==> src/rtl/vend_controller_if.sv <==
// Coin-acceptor and actuator handshake bundle for the vending controller.
// The slave side is the controller; the master side is its environment.
interface vend_controller_if #(
   parameter int CREDIT_W = 6
);
   logic                fiveRupees;
   logic                tenRupees;
   logic                twentyFiveRupees;
   logic                cancel;
   logic                dispenseDone;
   logic                changeAck;
   logic                dispenseReq;
   logic                changeReq;
   logic                coinReject;
   logic [CREDIT_W-1:0] credit;
   logic                busy;

   modport master (
      output fiveRupees, tenRupees, twentyFiveRupees, cancel, dispenseDone, changeAck,
      input  dispenseReq, changeReq, coinReject, credit, busy
   );

   modport slave (
      input  fiveRupees, tenRupees, twentyFiveRupees, cancel, dispenseDone, changeAck,
      output dispenseReq, changeReq, coinReject, credit, busy
   );
endinterface

==> src/rtl/vend_controller.sv <==
// Vending sequencer: collects coin credit, dispenses at PRICE, pays out excess or
// refunds in 5-rupee coins, and rejects coins it cannot take.
module vend_controller #(
   parameter int PRICE      = 25,
   parameter int MAX_CREDIT = 45,
   parameter int CREDIT_W   = 6,
   parameter int TIMEOUT    = 1000,
   parameter int TMR_W      = 10
) (
   input logic              clock,
   input logic              reset,
   vend_controller_if.slave bus
);

   typedef enum logic [1:0] {IDLE, COLLECT, DISPENSE, CHANGE} state_t;

   localparam logic [CREDIT_W:0]   PRICE_W   = (CREDIT_W+1)'(PRICE);
   localparam logic [CREDIT_W:0]   MAX_W     = (CREDIT_W+1)'(MAX_CREDIT);
   localparam logic [CREDIT_W:0]   COIN_5    = (CREDIT_W+1)'(5);
   localparam logic [CREDIT_W:0]   COIN_10   = (CREDIT_W+1)'(10);
   localparam logic [CREDIT_W:0]   COIN_25   = (CREDIT_W+1)'(25);
   localparam logic [CREDIT_W-1:0] CHANGE_5  = CREDIT_W'(5);
   localparam logic [TMR_W-1:0]    TMR_LAST  = TMR_W'(TIMEOUT-1);

   state_t              state;
   logic [CREDIT_W-1:0] credit_q;
   logic [TMR_W-1:0]    timer;
   logic                dispense_req;
   logic                change_req;
   logic                coin_reject;
   logic                busy_q;

   logic [1:0]          coin_count;
   logic [CREDIT_W:0]   coin_value;
   logic [CREDIT_W:0]   sum;
   logic [CREDIT_W:0]   remainder;
   logic                accept;
   logic                reject;

   // Arithmetic is one bit wider than credit so the MAX_CREDIT test sees true overflow.
   always_comb begin
      coin_count = 2'(bus.fiveRupees) + 2'(bus.tenRupees) + 2'(bus.twentyFiveRupees);
      coin_value = '0;
      if (bus.fiveRupees)
         coin_value = COIN_5;
      else if (bus.tenRupees)
         coin_value = COIN_10;
      else if (bus.twentyFiveRupees)
         coin_value = COIN_25;
      sum       = {1'b0, credit_q} + coin_value;
      remainder = {1'b0, credit_q} - PRICE_W;
      accept    = (coin_count == 2'd1) && !bus.cancel &&
                  (state == IDLE || state == COLLECT) && (sum <= MAX_W);
      reject    = (coin_count > 2'd1) || ((coin_count == 2'd1) && !accept);
   end

   always_ff @(posedge clock) begin
      if (!reset) begin
         state        <= IDLE;
         credit_q     <= '0;
         timer        <= '0;
         dispense_req <= 1'b0;
         change_req   <= 1'b0;
         coin_reject  <= 1'b0;
         busy_q       <= 1'b0;
      end else begin
         coin_reject <= reject;
         case (state)
            IDLE: begin
               timer <= '0;
               if (accept) begin
                  credit_q <= sum[CREDIT_W-1:0];
                  if (sum >= PRICE_W) begin
                     state        <= DISPENSE;
                     dispense_req <= 1'b1;
                     busy_q       <= 1'b1;
                  end else begin
                     state <= COLLECT;
                  end
               end
            end

            COLLECT: begin
               if (accept) begin
                  credit_q <= sum[CREDIT_W-1:0];
                  timer    <= '0;
                  if (sum >= PRICE_W) begin
                     state        <= DISPENSE;
                     dispense_req <= 1'b1;
                     busy_q       <= 1'b1;
                  end
               end else if (bus.cancel || timer == TMR_LAST) begin
                  state      <= CHANGE;
                  change_req <= (credit_q != '0);
                  busy_q     <= 1'b1;
                  timer      <= '0;
               end else begin
                  timer <= timer + TMR_W'(1);
               end
            end

            DISPENSE: begin
               if (bus.dispenseDone) begin
                  credit_q     <= remainder[CREDIT_W-1:0];
                  dispense_req <= 1'b0;
                  if (remainder != '0) begin
                     state      <= CHANGE;
                     change_req <= 1'b1;
                  end else begin
                     state  <= IDLE;
                     busy_q <= 1'b0;
                  end
               end
            end

            CHANGE: begin
               // Credit is always a multiple of 5, so the last ack lands exactly on zero.
               if (change_req && bus.changeAck) begin
                  if (credit_q > CHANGE_5) begin
                     credit_q <= credit_q - CHANGE_5;
                  end else begin
                     credit_q   <= '0;
                     change_req <= 1'b0;
                     state      <= IDLE;
                     busy_q     <= 1'b0;
                  end
               end else if (!change_req) begin
                  state  <= IDLE;
                  busy_q <= 1'b0;
               end
            end

            default: begin
               state <= IDLE;
            end
         endcase
      end
   end

   assign bus.dispenseReq = dispense_req;
   assign bus.changeReq   = change_req;
   assign bus.coinReject  = coin_reject;
   assign bus.credit      = credit_q;
   assign bus.busy        = busy_q;

endmodule

==> src/flat_wrapper.sv <==
// flat-port wrapper written by rule: the top's interface ports become plain ports
module vend_controller_flat 
#(
   parameter int PRICE      = 25,
   parameter int MAX_CREDIT = 45,
   parameter int CREDIT_W   = 6,
   parameter int TIMEOUT    = 1000,
   parameter int TMR_W      = 10
)
  (clock, reset, bus_fiveRupees, bus_tenRupees, bus_twentyFiveRupees, bus_cancel, bus_dispenseDone, bus_changeAck, bus_dispenseReq, bus_changeReq, bus_coinReject, bus_credit, bus_busy);
  vend_controller_if #(.CREDIT_W(CREDIT_W)) bus_i ();
  input logic clock;
  input logic reset;
  input wire logic [$bits(bus_i.fiveRupees)-1:0] bus_fiveRupees;
  input wire logic [$bits(bus_i.tenRupees)-1:0] bus_tenRupees;
  input wire logic [$bits(bus_i.twentyFiveRupees)-1:0] bus_twentyFiveRupees;
  input wire logic [$bits(bus_i.cancel)-1:0] bus_cancel;
  input wire logic [$bits(bus_i.dispenseDone)-1:0] bus_dispenseDone;
  input wire logic [$bits(bus_i.changeAck)-1:0] bus_changeAck;
  output wire logic [$bits(bus_i.dispenseReq)-1:0] bus_dispenseReq;
  output wire logic [$bits(bus_i.changeReq)-1:0] bus_changeReq;
  output wire logic [$bits(bus_i.coinReject)-1:0] bus_coinReject;
  output wire logic [$bits(bus_i.credit)-1:0] bus_credit;
  output wire logic [$bits(bus_i.busy)-1:0] bus_busy;
  assign bus_i.fiveRupees = bus_fiveRupees;
  assign bus_i.tenRupees = bus_tenRupees;
  assign bus_i.twentyFiveRupees = bus_twentyFiveRupees;
  assign bus_i.cancel = bus_cancel;
  assign bus_i.dispenseDone = bus_dispenseDone;
  assign bus_i.changeAck = bus_changeAck;
  assign bus_dispenseReq = bus_i.dispenseReq;
  assign bus_changeReq = bus_i.changeReq;
  assign bus_coinReject = bus_i.coinReject;
  assign bus_credit = bus_i.credit;
  assign bus_busy = bus_i.busy;
  vend_controller #(.PRICE(PRICE), .MAX_CREDIT(MAX_CREDIT), .CREDIT_W(CREDIT_W), .TIMEOUT(TIMEOUT), .TMR_W(TMR_W)) u_core (.clock(clock), .reset(reset), .bus(bus_i));
endmodule
==> config.mk <==
export PLATFORM = sky130hd
export DESIGN_NAME = vend_controller_flat
export DESIGN_NICKNAME = d
export VERILOG_FILES = /design/src/rtl/vend_controller_if.sv /design/src/rtl/vend_controller.sv /design/src/flat_wrapper.sv
export SDC_FILE = /design/constraint.sdc
export NUM_CORES = 1
export LEC_CHECK = 0
export BUFFER_PORTS_ARGS = -buffer_cell sky130_fd_sc_hd__buf_2
export CORE_MARGIN = 2
export CORE_UTILIZATION = 40
export CTS_CLUSTER_SIZE = 24
export DETAILED_ROUTE_END_ITERATION = 10
export SYNTH_ARGS = -nofsm -noshare
export SYNTH_HDL_FRONTEND = slang
export SYNTH_SLANG_ARGS = --single-unit
==> constraint.sdc <==
create_clock -name clock -period 4.45 [get_ports clock]
set_clock_uncertainty 0.1 [all_clocks]
set_input_delay 1.1125 -clock clock [delete_from_list [all_inputs] [get_ports clock]]
set_output_delay 1.1125 -clock clock [all_outputs]
set_load 0.05 [all_outputs]
; ---- Yosys cells after proc, flatten, opt, wreduce, memory -nomap -nowiden
; Cells that the tools add are included.
[classes]
add_sub_neg = 6
order_cmp = 4
n_eq_ne = 19
muxes = 42
n_reduce_logical = 22
[ops]
columns = cell, n
row1 = $mux 6, 4
row2 = $mux 10, 2
row3 = $mux 2, 10
row4 = $pmux 10 s2, 1
row5 = $pmux 6 s3, 1
row6 = $mux 1, 17
row7 = $mux 7, 2
row8 = $reduce_and 6->1, 2
row9 = $add 10x1->10 const B, 1
row10 = $eq 10x10->1 const B, 1
row11 = $ne 2x1->1 const B, 5
row12 = $ne 2x2->1 const B, 5
row13 = $ne 3x3->1 const B, 3
row14 = $pmux 2 s4, 1
row15 = $add 6x7->7, 1
row16 = $ge 7x5->1 const B, 1
row17 = $le 7x6->1 const B, 1
row18 = $reduce_and 7->1, 1
row19 = $reduce_bool 7->1, 1
row20 = $sub 6x5->7 const B, 1
row21 = $gt 6x3->1 const B, 1
row22 = $reduce_bool 6->1, 1
row23 = $sub 6x3->6 const B, 1
row24 = $logic_and 1x1->1, 5
row25 = other kinds (18), 24
[totals]
ff_bits = 22
inputBits = 8
elab_cells = 100

; ---- Depth between registers and ports, before layout
; Gate-level depths: netlist of the first run.
[depth]
ltp_word = 9
mapped_depth = 15

; ---- Least setup slack after synthesis of the first run
; No wires, ideal clock.
[synth_timing]
path_kind = input to register
start = input port bus_tenRupees
end = register u_core.credit_q[4] (netlist: u_core.bus.credit[4])
setup_ps = 115
arrival_ps = 3321
path_slack_ps = 914
cell_stages = 14
cell_sequence = inv_1 -> nand2_1 -> nand2_1 -> ha_1 -> inv_1 -> fa_1 -> xor2_1 -> a211o_1 -> a21o_1 -> a21o_1 -> a22o_1 -> buf_6 -> and3_1 -> o21a_1
[synth_via]
elab_chain_len = 8
elab_cells_between_ends = 14
classes_between = 3 x add/sub / 1 x order compare / 2 x eq/ne / 4 x mux / 4 x reduce/logical
[synth_rtl]
columns = element, line_no
row1 = start: declaration, flat_wrapper.sv:15  ; input wire logic [$bits(bus_i.tenRupees)-1:0] bus_tenRupees;
row2 = "parallel branches: the longest is 8 deep, another holds $add 6x7->7", -
row3 = end signal: assignment, vend_controller.sv:72  ; credit_q <= sum[CREDIT_W-1:0];
row4 = end signal: assignment, vend_controller.sv:85  ; credit_q <= sum[CREDIT_W-1:0];
row5 = end signal: assignment, vend_controller.sv:104  ; credit_q <= remainder[CREDIT_W-1:0];
row6 = end: declaration, vend_controller.sv:26  ; logic [CREDIT_W-1:0] credit_q;
; Parallel ways; which one is timed is not known. The select of a mux whose other input is x is not followed.
; A chain may end at the register's enable or synchronous reset.

; ---- Final worst setup path of the first run
[layout_timing]
start = input port bus_tenRupees
end = register u_core.timer[5]
[layout_via]
elab_chain_len = 8
elab_cells_between_ends = 12
classes_between = 3 x add/sub / 1 x order compare / 1 x eq/ne / 4 x mux / 3 x reduce/logical
[layout_rtl]
columns = element, line_no
row1 = "parallel branches: the longest is 5 deep, another holds $add 6x7->7", -
row2 = $logic_and 1x1->1 *, vend_controller.sv:53  ; (state == IDLE || state == COLLECT) && (sum <= MAX_W);
row3 = $mux 10 *, vend_controller.sv:84  ; if (accept) begin
row4 = $pmux 10 s2 *, vend_controller.sv:68  ; case (state)
row5 = end signal: assignment, vend_controller.sv:98  ; timer <= timer + TMR_W'(1);
row6 = end: declaration, vend_controller.sv:27  ; logic [TMR_W-1:0] timer;
; Mark *: on every way between the ends.

==> key figures, run 1 <==
Synthesis
  – Synth area leaders: dfxtp_1 24%, ha_1 6.7%, nor2_1 6.5%
  – Synth Cell Area: 1860 um^2
  – Post-synthesis instance total: ~240
  – Async S/R FF share, synth: 0%
  – Post-synthesis sequential area ratio: 23.7%
  – Synth cell types: 60
  – Top cell type's share of synthesized area: 23.7%
  – Yosys top cell by area: dfxtp_1
  – Synth Warn #: 0
  – Synth Flop Type: dfxtp_1
  – Post-synthesis net count: 256
  – #FFs+latches synth: 22
  – Post-synth EDFFs: 0
  – Synth Area per Inst: 7.87 um^2

Placed design
  – Pre-CTS setup slack: 0.536 ns
  – Routability cong.: 0.842
  – Placed Cells: slightly below 300
  – PortBufs: 17
  – HPWL after DPL: 3.31 mm

Detailed routing
  – Wire length per cell: 14.8 um
  – Post-route ant nets: 0
  – Vias: 1705
  – Routed Wire Length: 4.39 mm
  – Vias/cell: 5.74
  – Drt drc: 0
  – Pre-antenna DRT Iters: 4
  – DR iter-0 viols: 79

Run
  – Number of max-cap violations: 0

Global routing
  – Initial antenna violation count: 0
  – Largest net degree at the start of global routing: 26
  – Gr ovfl total: 0
  – First-pass GRT wire length: ~7.4 mm
  – Number of global-route vias before repair: 1611
  – Total GRT Usage: roughly 18%

Clock network
  – CTS root buffer: clkbuf_8
  – Total CTS buffers: 3
  – H-tree Lvls: 1
  – Later-pin clock latency in the skew report: 0.26 ns
  – Post-CTS Resized: 0
  – CTS Sinks: 22
  – CTS tree: yes
  – Cts hold-fix bufs: 0
  – Clock slew at reported path FFs: 0.08 ns
  – Max Buffers Root-to-Sink: 2
  – Number of setup buffers added after CTS: 0

Pwr
  – Switching share of power: 38.3%
  – Pleak: 0.799 nW
  – Switching power: 0.222 mW
  – Clock power share: approximately 25%
  – Logic gate share of total power: 34.7%
  – Power density over the cells: 294 nW/um^2
  – Cell internal pwr: roughly 0.36 mW
  – Reg power frac: 40.6%
  – Peak VDD IR: 187 uV

STA
  – Final hold vios: 0
  – PnR worst setup slack: 0.822 ns
  – Max-slew headroom: between 40 and 50%
  – Crit path time final: 3.63 ns
  – Endpoints failing setup: 0
  – Max Clock Freq: 0.276 GHz
  – Final Max Tran Viols: 0
  – Final setup TNS: 0 ns
  – Worst hold slack: 0.386 ns
  – Unrepaired setup endpoints after global routing: false
  – Least-Margin Pin Slew: approximately 0.84 ns
  – Final period utilization: 81.5%

Cells and area
  – Leading cell type in the layout, fill and taps excluded: nor2_1
  – Fin nets: around 270
  – P&R area growth vs syn: 6.47%
  – Most frequent cells in the layout: 32 x nor2_1, 22 x dfxtp_1, 17 x buf_2, 16 x nand2_1
  – Diodes inserted: 0
  – Layout cells sized above 1: 12.2%
  – Finished Layout Cells: roughly 300

Status
  – Status: finished, final reports clean

Critical path
  – Req. time, crit path: 4.49 ns
  – Data arrival, critical path: ~3.7 ns
  – WS Path Type: in2reg
  – Type of origin of the critical path: input port
  – CP Max Fanout: 8
  – Setup crit end kind: flip-flop

Worst hold path
  – Min-Delay Path Class: reg2reg

Floorplanning
  – Die height: 72.1 um
  – Die ar.: 5200 um^2
  – Die Span X: 72.1 um
  – Core area: 4410 um^2
  – Ports: 18
  – Floorplan row count: 24
  – Initial Util: 42.1%
[cell usage after synthesis, types with 2 or more instances]
master,instances
nand2_1,16
ha_1,10
a211oi_1,4
o211a_1,2
a31oi_1,3
and2_1,3
a211o_1,3
nand2b_1,3
xnor2_1,5
mux2i_1,3
nor3_1,5
dfxtp_1,22
a32oi_1,2
clkbuf_1,6
a21o_1,3
xor2_1,7
and3_1,5
nor2_1,32
o21ai_0,12
o21a_1,5
fa_1,2
nand4_1,2
nor3b_1,2
nand3_1,9
a311oi_1,4
inv_1,14
and4_1,3
buf_6,3
a21oi_1,14
nor2b_1,2
[metrics by stage]
step / utilization (%) / area [um^2] / total power [mW]
6_report: 44.8 / 1980 / 0.581
5_1_grt: 44.8 / 1980 / 0.619
4_1_cts: 44.8 / 1980 / 0.585
3_5_place_dp: 43.5 / 1920 / 0.441
3_3_place_gp: 43.5 / 1920 / 0.442
2_1_floorplan: - / 1860 / 0.400
[path summary, 6_finish.rpt]
| path | end | slack [ns] | cells after the start | startpoint |
|---|---|---|---|---|
| setup reg to reg | u_core.timer[5] | 1.43 | 10 | u_core.bus.credit[0] |
| setup / recovery | u_core.timer[5] | 0.82 | 14 | bus_tenRupees |
| hold / removal | u_core.timer[1] | 0.39 | 2 | u_core.timer[1] |
| hold reg to reg | u_core.timer[1] | 0.39 | 2 | u_core.timer[1] |
[flip-flops by register name, summed over array words and instances, names as in the netlist]
register / flops
u_core.timer: 10
u_core.bus.credit: 6
u_core.state: 2
u_core.bus.busy: 1
u_core.bus.changeReq: 1
u_core.bus.coinReject: 1
u_core.bus.dispenseReq: 1
[logic make-up after synthesis]
kind of cell    count (synthesis)  synth area share, %
mux                             3                 1.62
flops                          22                 23.7
xor+xnor                       12                 5.66
fa+ha+maj                      12                 8.89
compound gates                 69                 27.6
buf+inv                        27                 7.61
simple gates                   91                 24.9
[routing by layer]
metal  track usage [%]  wire length (um)  vias up  share of wire (%)
met1              24.7              2110      785                 48
met4              2.10                23        0               0.52
met5                 0                 0        -                  0
met2              29.6              2020       39                 46
met3              3.06               235        2                5.4
li1                  -                 -      879                  -
[final cells by class]
| type | instances | area (um^2) |
|---|---|---|
| Multi-Input combinational cell | 187 | 1270 |
| Clock buffer | 4 | 55.1 |
| Timing Repair Buffer | 17 | 85.1 |
| Sequential cell | 22 | 440 |
| Inverter | 15 | 56.3 |
| Tap cell | 52 | 65.1 |
| Fill cell | 453 | 2440 |
[worst max-delay path: stages]
cell	delay [ns]
buf_2	0.10
inv_1	0.10
nand2_1	0.08
nand2_1	0.07
ha_1	0.16
inv_1	0.06
fa_1	0.39
nand2b_1	0.17
a21oi_1	0.17
xnor2_1	0.23
a21o_1	0.29
a21oi_1	0.14
o21ai_1	0.50
nor2_1	0.11
[power by group through the flow]
stage / clock (mW) / sequential, mW / combinational [mW]
after floorplan: 0 / 0.244 / 0.156
after global placement: 0 / 0.241 / 0.201
after detailed placement: 0 / 0.241 / 0.200
after CTS: 0.148 / 0.236 / 0.202
after global routing: 0.154 / 0.239 / 0.225
final: 0.144 / 0.236 / 0.201
Power figures use the tool's default switching activity.
==> run 2, diff against run 1 <==
Settings changed: ABC_AREA from default to 1.
Clock period 4.45 ns to 3.45 ns, I/O delays scaled along.
==> key figures, run 2 <==
Global routing
  – Total GRT Usage: 18.3% (was 17.7%)
  – Initial antenna violation count: 0 (unchanged)
  – Largest net degree at the start of global routing: 17 (was 26)
  – Gr ovfl total: 0 (unchanged)
  – Number of global-route vias before repair: 1632 (was 1611)
  – First-pass GRT wire length: 7.65 mm (was 7.42 mm)

Clock network
  – CTS tree: yes (unchanged)
  – CTS root buffer: clkbuf_8 (unchanged)
  – Max Buffers Root-to-Sink: 2 (unchanged)
  – Later-pin clock latency in the skew report: 0.26 ns (about the same)
  – Total CTS buffers: 3 (unchanged)
  – CTS Sinks: 22 (unchanged)
  – Clock slew at reported path FFs: 0.08 ns (about the same)
  – Post-CTS Resized: 0 (unchanged)
  – H-tree Lvls: 1 (unchanged)
  – Cts hold-fix bufs: 0 (unchanged)
  – Number of setup buffers added after CTS: 0 (unchanged)

Cells and area
  – Fin nets: 324 (was 266)
  – Finished Layout Cells: 355 (was 297)
  – Leading cell type in the layout, fill and taps excluded: nand2_1 (was nor2_1)
  – Diodes inserted: 0 (unchanged)
  – # fillers: 483 (was 453)
  – Largest register FFs: 10 (unchanged)
  – Layout cells sized above 1: 14.9% (was 12.2%)
  – Most frequent cells in the layout: 64 x nand2_1, 46 x inv_1, 25 x nor2_1, 24 x a21oi_1, 23 x nand3_1 (was 32 x nor2_1, 22 x dfxtp_1, 17 x buf_2, 16 x nand2_1)
  – P&R area growth vs syn: 9.34% (was 6.47%)
  – Final instance area: 2020 um^2 (was 1980 um^2)
  – Biggest register: u_core.timer (unchanged)

Placed design
  – Dpl cell area: 1970 um^2 (was 1920 um^2)
  – Placed Cells: 351 (was 293)
  – Routability cong.: 0.863 (was 0.842)
  – PortBufs: 17 (unchanged)
  – HPWL after DPL: 3.48 mm (was 3.31 mm)

Synthesis
  – Post-synth EDFFs: 0 (unchanged)
  – Async S/R FF share, synth: 0% (unchanged)
  – Synth Flop Type: dfxtp_1 (unchanged)
  – Post-synthesis instance total: 287 (was 236)
  – Top cell type's share of synthesized area: 23.8% (was 23.7%)
  – Synth Warn #: 0 (unchanged)
  – Post-synthesis net count: 307 (was 256)
  – Post-synthesis sequential area ratio: 23.8% (was 23.7%)
  – Top-count cell post-synth: nand2_1 (was nor2_1)
  – #FFs+latches synth: 22 (unchanged)
  – Synth Cell Area: 1850 um^2 (was 1860 um^2)
  – Yosys top cell by area: dfxtp_1 (unchanged)
  – Synth cell types: 32 (was 60)
  – Synth Area per Inst: 6.44 um^2 (was 7.87 um^2)
  – Commonest cells in the netlist: 64 x nand2_1, 46 x inv_1, 25 x nor2_1 (was 32 x nor2_1, 22 x dfxtp_1, 16 x nand2_1)
  – Synth area leaders: dfxtp_1 24%, nand2_1 13%, inv_1 9.3% (was dfxtp_1 24%, ha_1 6.7%, nor2_1 6.5%)

Critical path
  – Data arrival, critical path: 2.93 ns (was 3.66 ns)
  – Req. time, crit path: 3.51 ns (was 4.49 ns)
  – Type of origin of the critical path: input port (unchanged)
  – WS Path Type: in2reg (unchanged)
  – CP Max Fanout: 10 (was 8)
  – Setup crit end kind: flip-flop (unchanged)

Pwr
  – Peak VDD IR: 345 uV (was 187 uV)
  – Pleak: 0.991 nW (was 0.799 nW)
  – Power density over the cells: 540 nW/um^2 (was 294 nW/um^2)

STA
  – Final setup TNS: 0 ns (unchanged)
  – Max Clock Freq: 0.348 GHz
  – Unrepaired setup endpoints after global routing: false (unchanged)
  – Endpoints failing setup: 0 (unchanged)
  – Crit path time final: 2.87 ns
  – Max-slew headroom: 64.2% (was 44.2%)
  – Final period utilization: 83.3%
  – Least-Margin Pin Slew: 0.536 ns (was 0.835 ns)
  – Final Max Tran Viols: 0 (unchanged)
  – Final hold vios: 0 (unchanged)

Floorplanning
  – Die Span X: 72.0 um (was 72.1 um)
  – Initial Util: 41.9% (was 42.1%)
  – Die height: 72.0 um (was 72.1 um)
  – Core area: 4410 um^2 (unchanged)
  – Floorplan row count: 24 (unchanged)
  – Die ar.: 5180 um^2 (was 5200 um^2)
  – Ports: 18 (unchanged)

Detailed routing
  – Drt drc: 0 (unchanged)
  – Vias: 1774 (was 1705)
  – Vias/cell: 5.00 (was 5.74)
  – DR iter-0 viols: 101 (was 79)
  – Pre-antenna DRT Iters: 4 (unchanged)
  – Routed Wire Length: 4.39 mm (about the same)
  – Wire length per cell: 12.4 um (was 14.8 um)
  – Post-route ant nets: 0 (unchanged)

Run
  – Number of max-cap violations: 0 (unchanged)

Status
  – Status: finished, final reports clean (unchanged)

Worst hold path
  – Min-Delay Path Class: reg2reg (unchanged)
[run 2: power by group]
group	switching, mW	internal [mW]	leakage (nW)
combinational	0.382	0.177	0.783
sequential	0.0557	0.285	0.179
clock	0.0898	0.102	0.0288
total	0.528	0.564	0.991
[run 2: area by class of cell]
type | instances | area (um^2) | share of cell area, %
Clock buffer | 4 | 55.1 | 2.72
Inverter | 47 | 176 | 8.73
Multi-Input combinational cell | 213 | 1200 | 59.3
Tap cell | 52 | 65.1 | 3.22
Timing Repair Buffer | 17 | 85.1 | 4.21
Sequential cell | 22 | 440 | 21.8
[run 2: cells by family (layout without fill, tap and decap cells)]
family          Yosys count  after routing  synth area share (%)
compound gates           43             43                  13.1
fa+ha+maj                12             12                  8.93
simple gates            148            148                  38.1
flops                    22             22                  23.8
buf+inv                  52             68                  11.3
xor+xnor                 10             10                  4.74
[run 2: final timing paths]
check	startpoint	depth (start not counted)	slack (ns)	to
setup / recovery	bus_twentyFiveRupees	18	0.58	u_core.bus.credit[2]
hold / removal	u_core.bus.dispenseReq	2	0.35	u_core.bus.dispenseReq
setup reg to reg	u_core.bus.credit[0]	15	0.99	u_core.bus.credit[2]
hold reg to reg	u_core.bus.dispenseReq	2	0.35	u_core.bus.dispenseReq
[run 2: critical path, stage by stage]
cell     delay [ns]
buf_2          0.07
inv_1          0.07
o21ai_0        0.19
ha_1           0.23
inv_1          0.07
fa_1           0.38
inv_1          0.10
nand3_1        0.09
nand2_1        0.08
nand2_1        0.04
nand2_1        0.08
nand2_2        0.07
nand2_4        0.07
nand2_4        0.07
nand2_4        0.09
nand2_4        0.10
o21ai_0        0.20
a21oi_1        0.06
[run 2: per-layer routing]
metal	wire, um	vias to the layer above	track usage [%]
met5	0	-	0
met4	16	0	3.35
met3	147	2	3.19
met2	1920	28	28.8
met1	2310	786	26.6
li1	-	958	-
[run 2: through the flow]
stage | util (%) | power (mW) | hold WS [ns] | setup slack, ns
2_1_floorplan | - | 0.782 | 0.354 | 0.647
3_3_place_gp | 44.6 | 0.908 | 0.339 | 0.397
3_5_place_dp | 44.6 | 0.902 | 0.343 | 0.308
4_1_cts | 45.8 | 1.10 | 0.356 | 0.594
5_1_grt | 45.8 | 1.19 | 0.368 | 0.267
6_report | 45.8 | 1.09 | 0.352 | 0.577
==> run 3, diff against run 2 <==
Settings changed: ABC_AREA 1 to 0.
Clock period 3.45 ns to 2.6 ns, I/O delays scaled along.
==> key figures, run 3 (synthesis results as in run 1) <==
Placed design
  – Dpl cell area: 2240 um^2 (was 1970 um^2)
  – Routability cong.: 0.835 (was 0.863)
  – PortBufs: 17 (unchanged)
  – HPWL after DPL: 3.70 mm (was 3.48 mm)

Clock network
  – CTS tree: yes (unchanged)
  – Max Buffers Root-to-Sink: 2 (unchanged)
  – H-tree Lvls: 1 (unchanged)
  – Clock slew at reported path FFs: 0.09 ns (was 0.08 ns)
  – Later-pin clock latency in the skew report: 0.27 ns (was 0.26 ns)
  – Total CTS buffers: 3 (unchanged)
  – CTS Sinks: 22 (unchanged)
  – CTS root buffer: clkbuf_8 (unchanged)

Run
  – Number of max-cap violations: 0 (unchanged)

STA
  – Unrepaired setup endpoints after global routing: true (was false)
  – Final setup TNS: -2.67 ns (was 0 ns)
  – Final Max Tran Viols: 0 (unchanged)
  – Crit path time final: between 2 and 3 ns
  – Max Clock Freq: 0.357 GHz
  – Max-slew headroom: 68.3% (was 64.2%)
  – Final hold vios: 0 (unchanged)
  – Worst hold slack: 0.379 ns (was 0.352 ns)
  – Final period utilization: 108%
  – Least-Margin Pin Slew: 0.472 ns (was 0.536 ns)
  – Endpoints failing setup: 22 (was 0)
  – PnR worst setup slack: -0.205 ns (was 0.577 ns)

Detailed routing
  – Wire length per cell: 14.7 um (was 12.4 um)
  – Pre-antenna DRT Iters: 4 (unchanged)
  – DR iter-0 viols: 88 (was 101)
  – Routed Wire Length: 4.93 mm (was 4.39 mm)
  – Drt drc: 0 (unchanged)
  – Vias/cell: 5.50 (was 5.00)
  – Post-route ant nets: 0 (unchanged)
  – Vias: 1844 (was 1774)

Pwr
  – Cell internal pwr: 0.776 mW (was 0.564 mW)
  – Switching share of power: 35.6% (was 48.3%)
  – Logic gate share of total power: 42.2% (was 51.2%)
  – Power density over the cells: 485 nW/um^2 (was 540 nW/um^2)
  – Reg power frac: 30.9% (was 31.2%)
  – Peak VDD IR: 269 uV (was 345 uV)
  – Switching power: 0.429 mW (was 0.528 mW)
  – Pleak: 1.04 nW (was 0.991 nW)
  – Clock power share: 26.9% (was 17.6%)
  – Final Total Pwr: 1.21 mW (was 1.09 mW)

Status
  – Status: complete, but fails checks (was finished, final reports clean)
  – Failing checks: setup timing

Cells and area
  – Biggest register: u_core.timer (unchanged)
  – # fillers: 410 (was 483)
  – Leading cell type in the layout, fill and taps excluded: buf_4 (was nand2_1)
  – P&R area growth vs syn: 33.9% (was 9.34%)
  – Fin nets: 304 (was 324)
  – Largest register FFs: 10 (unchanged)
  – Layout cells sized above 1: 34.3% (was 14.9%)
  – Final core occ: 56.3% (was 45.8%)
  – Diodes inserted: 0 (unchanged)
  – Most frequent cells in the layout: 37 x buf_4, 31 x nor2_1, 20 x dfxtp_1, 14 x buf_2, 13 x nand2_1 (was 64 x nand2_1, 46 x inv_1, 25 x nor2_1, 24 x a21oi_1, 23 x nand3_1)
  – Final instance area: 2490 um^2 (was 2020 um^2)

Floorplanning
  – Die ar.: 5200 um^2 (was 5180 um^2)
  – Ports: 18 (unchanged)
  – Floorplan row count: 24 (unchanged)
  – Core area: 4410 um^2 (unchanged)
  – Die Span X: 72.1 um (was 72.0 um)
  – Die height: 72.1 um (was 72.0 um)
  – Initial Util: 42.1% (was 41.9%)

Global routing
  – Initial antenna violation count: 0 (unchanged)
  – Total GRT Usage: 20.2% (was 18.3%)
  – Gr ovfl total: 0 (unchanged)
  – Largest net degree at the start of global routing: 25 (was 17)
  – First-pass GRT wire length: 8.50 mm (was 7.65 mm)
  – Number of global-route vias before repair: 1791 (was 1632)

Critical path
  – CP Max Fanout: 7 (was 10)
  – WS Path Type: in2reg (unchanged)
  – Data arrival, critical path: 2.84 ns (was 2.93 ns)
  – Setup crit end kind: flip-flop (unchanged)
  – Req. time, crit path: 2.64 ns (was 3.51 ns)
  – Type of origin of the critical path: input port (unchanged)

Worst hold path
  – Min-Delay Path Class: reg2reg (unchanged)
==> run 3: power groups by stage <==
stage	clock network, mW	logic [mW]	registers (mW)
3_3_place_gp	0	0.459	0.379
4_1_cts	0.330	0.501	0.372
6_report	0.325	0.509	0.372
5_1_grt	0.344	0.559	0.376
2_1_floorplan	0	0.279	0.419
3_5_place_dp	0	0.458	0.378
==> run 3: cell type report <==
type	instances	area, um^2	share of cell area [%]
repair buffers	55	402	16.2
inverters	15	75.1	3.02
well taps	52	65.1	2.62
flip-flops and latches	22	443	17.8
clock inverters	1	30.0	1.21
clock buffers	3	41.3	1.66
multi-input cells	187	1430	57.5
==> run 3: timing repair <==
item / in CTS / in global routing
endpoints found under the hold margin: 0 / 0
hold buffers: 0 / 0
setup endpoints to repair: 22 / 22
resized for setup: 29 / 5
buffers inserted: 5 / 0
pin swaps: 14 / 1
==> run 3: path summary, 6_finish.rpt <==
check,from,endpoint,slack (ns),depth (start not counted)
worst max register to register,u_core.bus.credit[1],u_core.bus.busy,0.06,9
worst min-delay path,u_core.timer[1],u_core.timer[1],0.38,2
worst min register to register,u_core.timer[1],u_core.timer[1],0.38,2
worst max-delay path,bus_tenRupees,u_core.bus.busy,-0.20,14
==> run 3: per-stage QoR <==
step	setup slack, ns	instances
final	-0.205	335
after global routing	-0.256	335
after CTS	-0.163	335
after detailed placement	-0.622	326
after global placement	-0.581	326
after floorplan	-0.275	236
==> run 3: critical path, stage by stage <==
cell and delay, ns:
buf_12 0.12, inv_16 0.05, nand2_8 0.04, nand2_4 0.06, ha_4 0.14, inv_2 0.04, fa_2 0.37, xor2_2 0.19
a211o_1 0.23, a21o_1 0.17, a21o_4 0.25, a211o_1 0.30, a31oi_1 0.18, a211oi_1 0.06
==> run 3: layer usage <==
| layer | share of wire, % | vias to the layer above | global-route usage, % | routed length [um] |
|---|---|---|---|---|
| li1 | - | 952 | - | - |
| met1 | 52 | 864 | 29.6 | 2550 |
| met4 | 0.36 | 0 | 3.98 | 18 |
| met5 | 0 | - | 0 | 0 |
| met3 | 2.5 | 2 | 2.08 | 125 |
| met2 | 45 | 26 | 32.2 | 2240 |
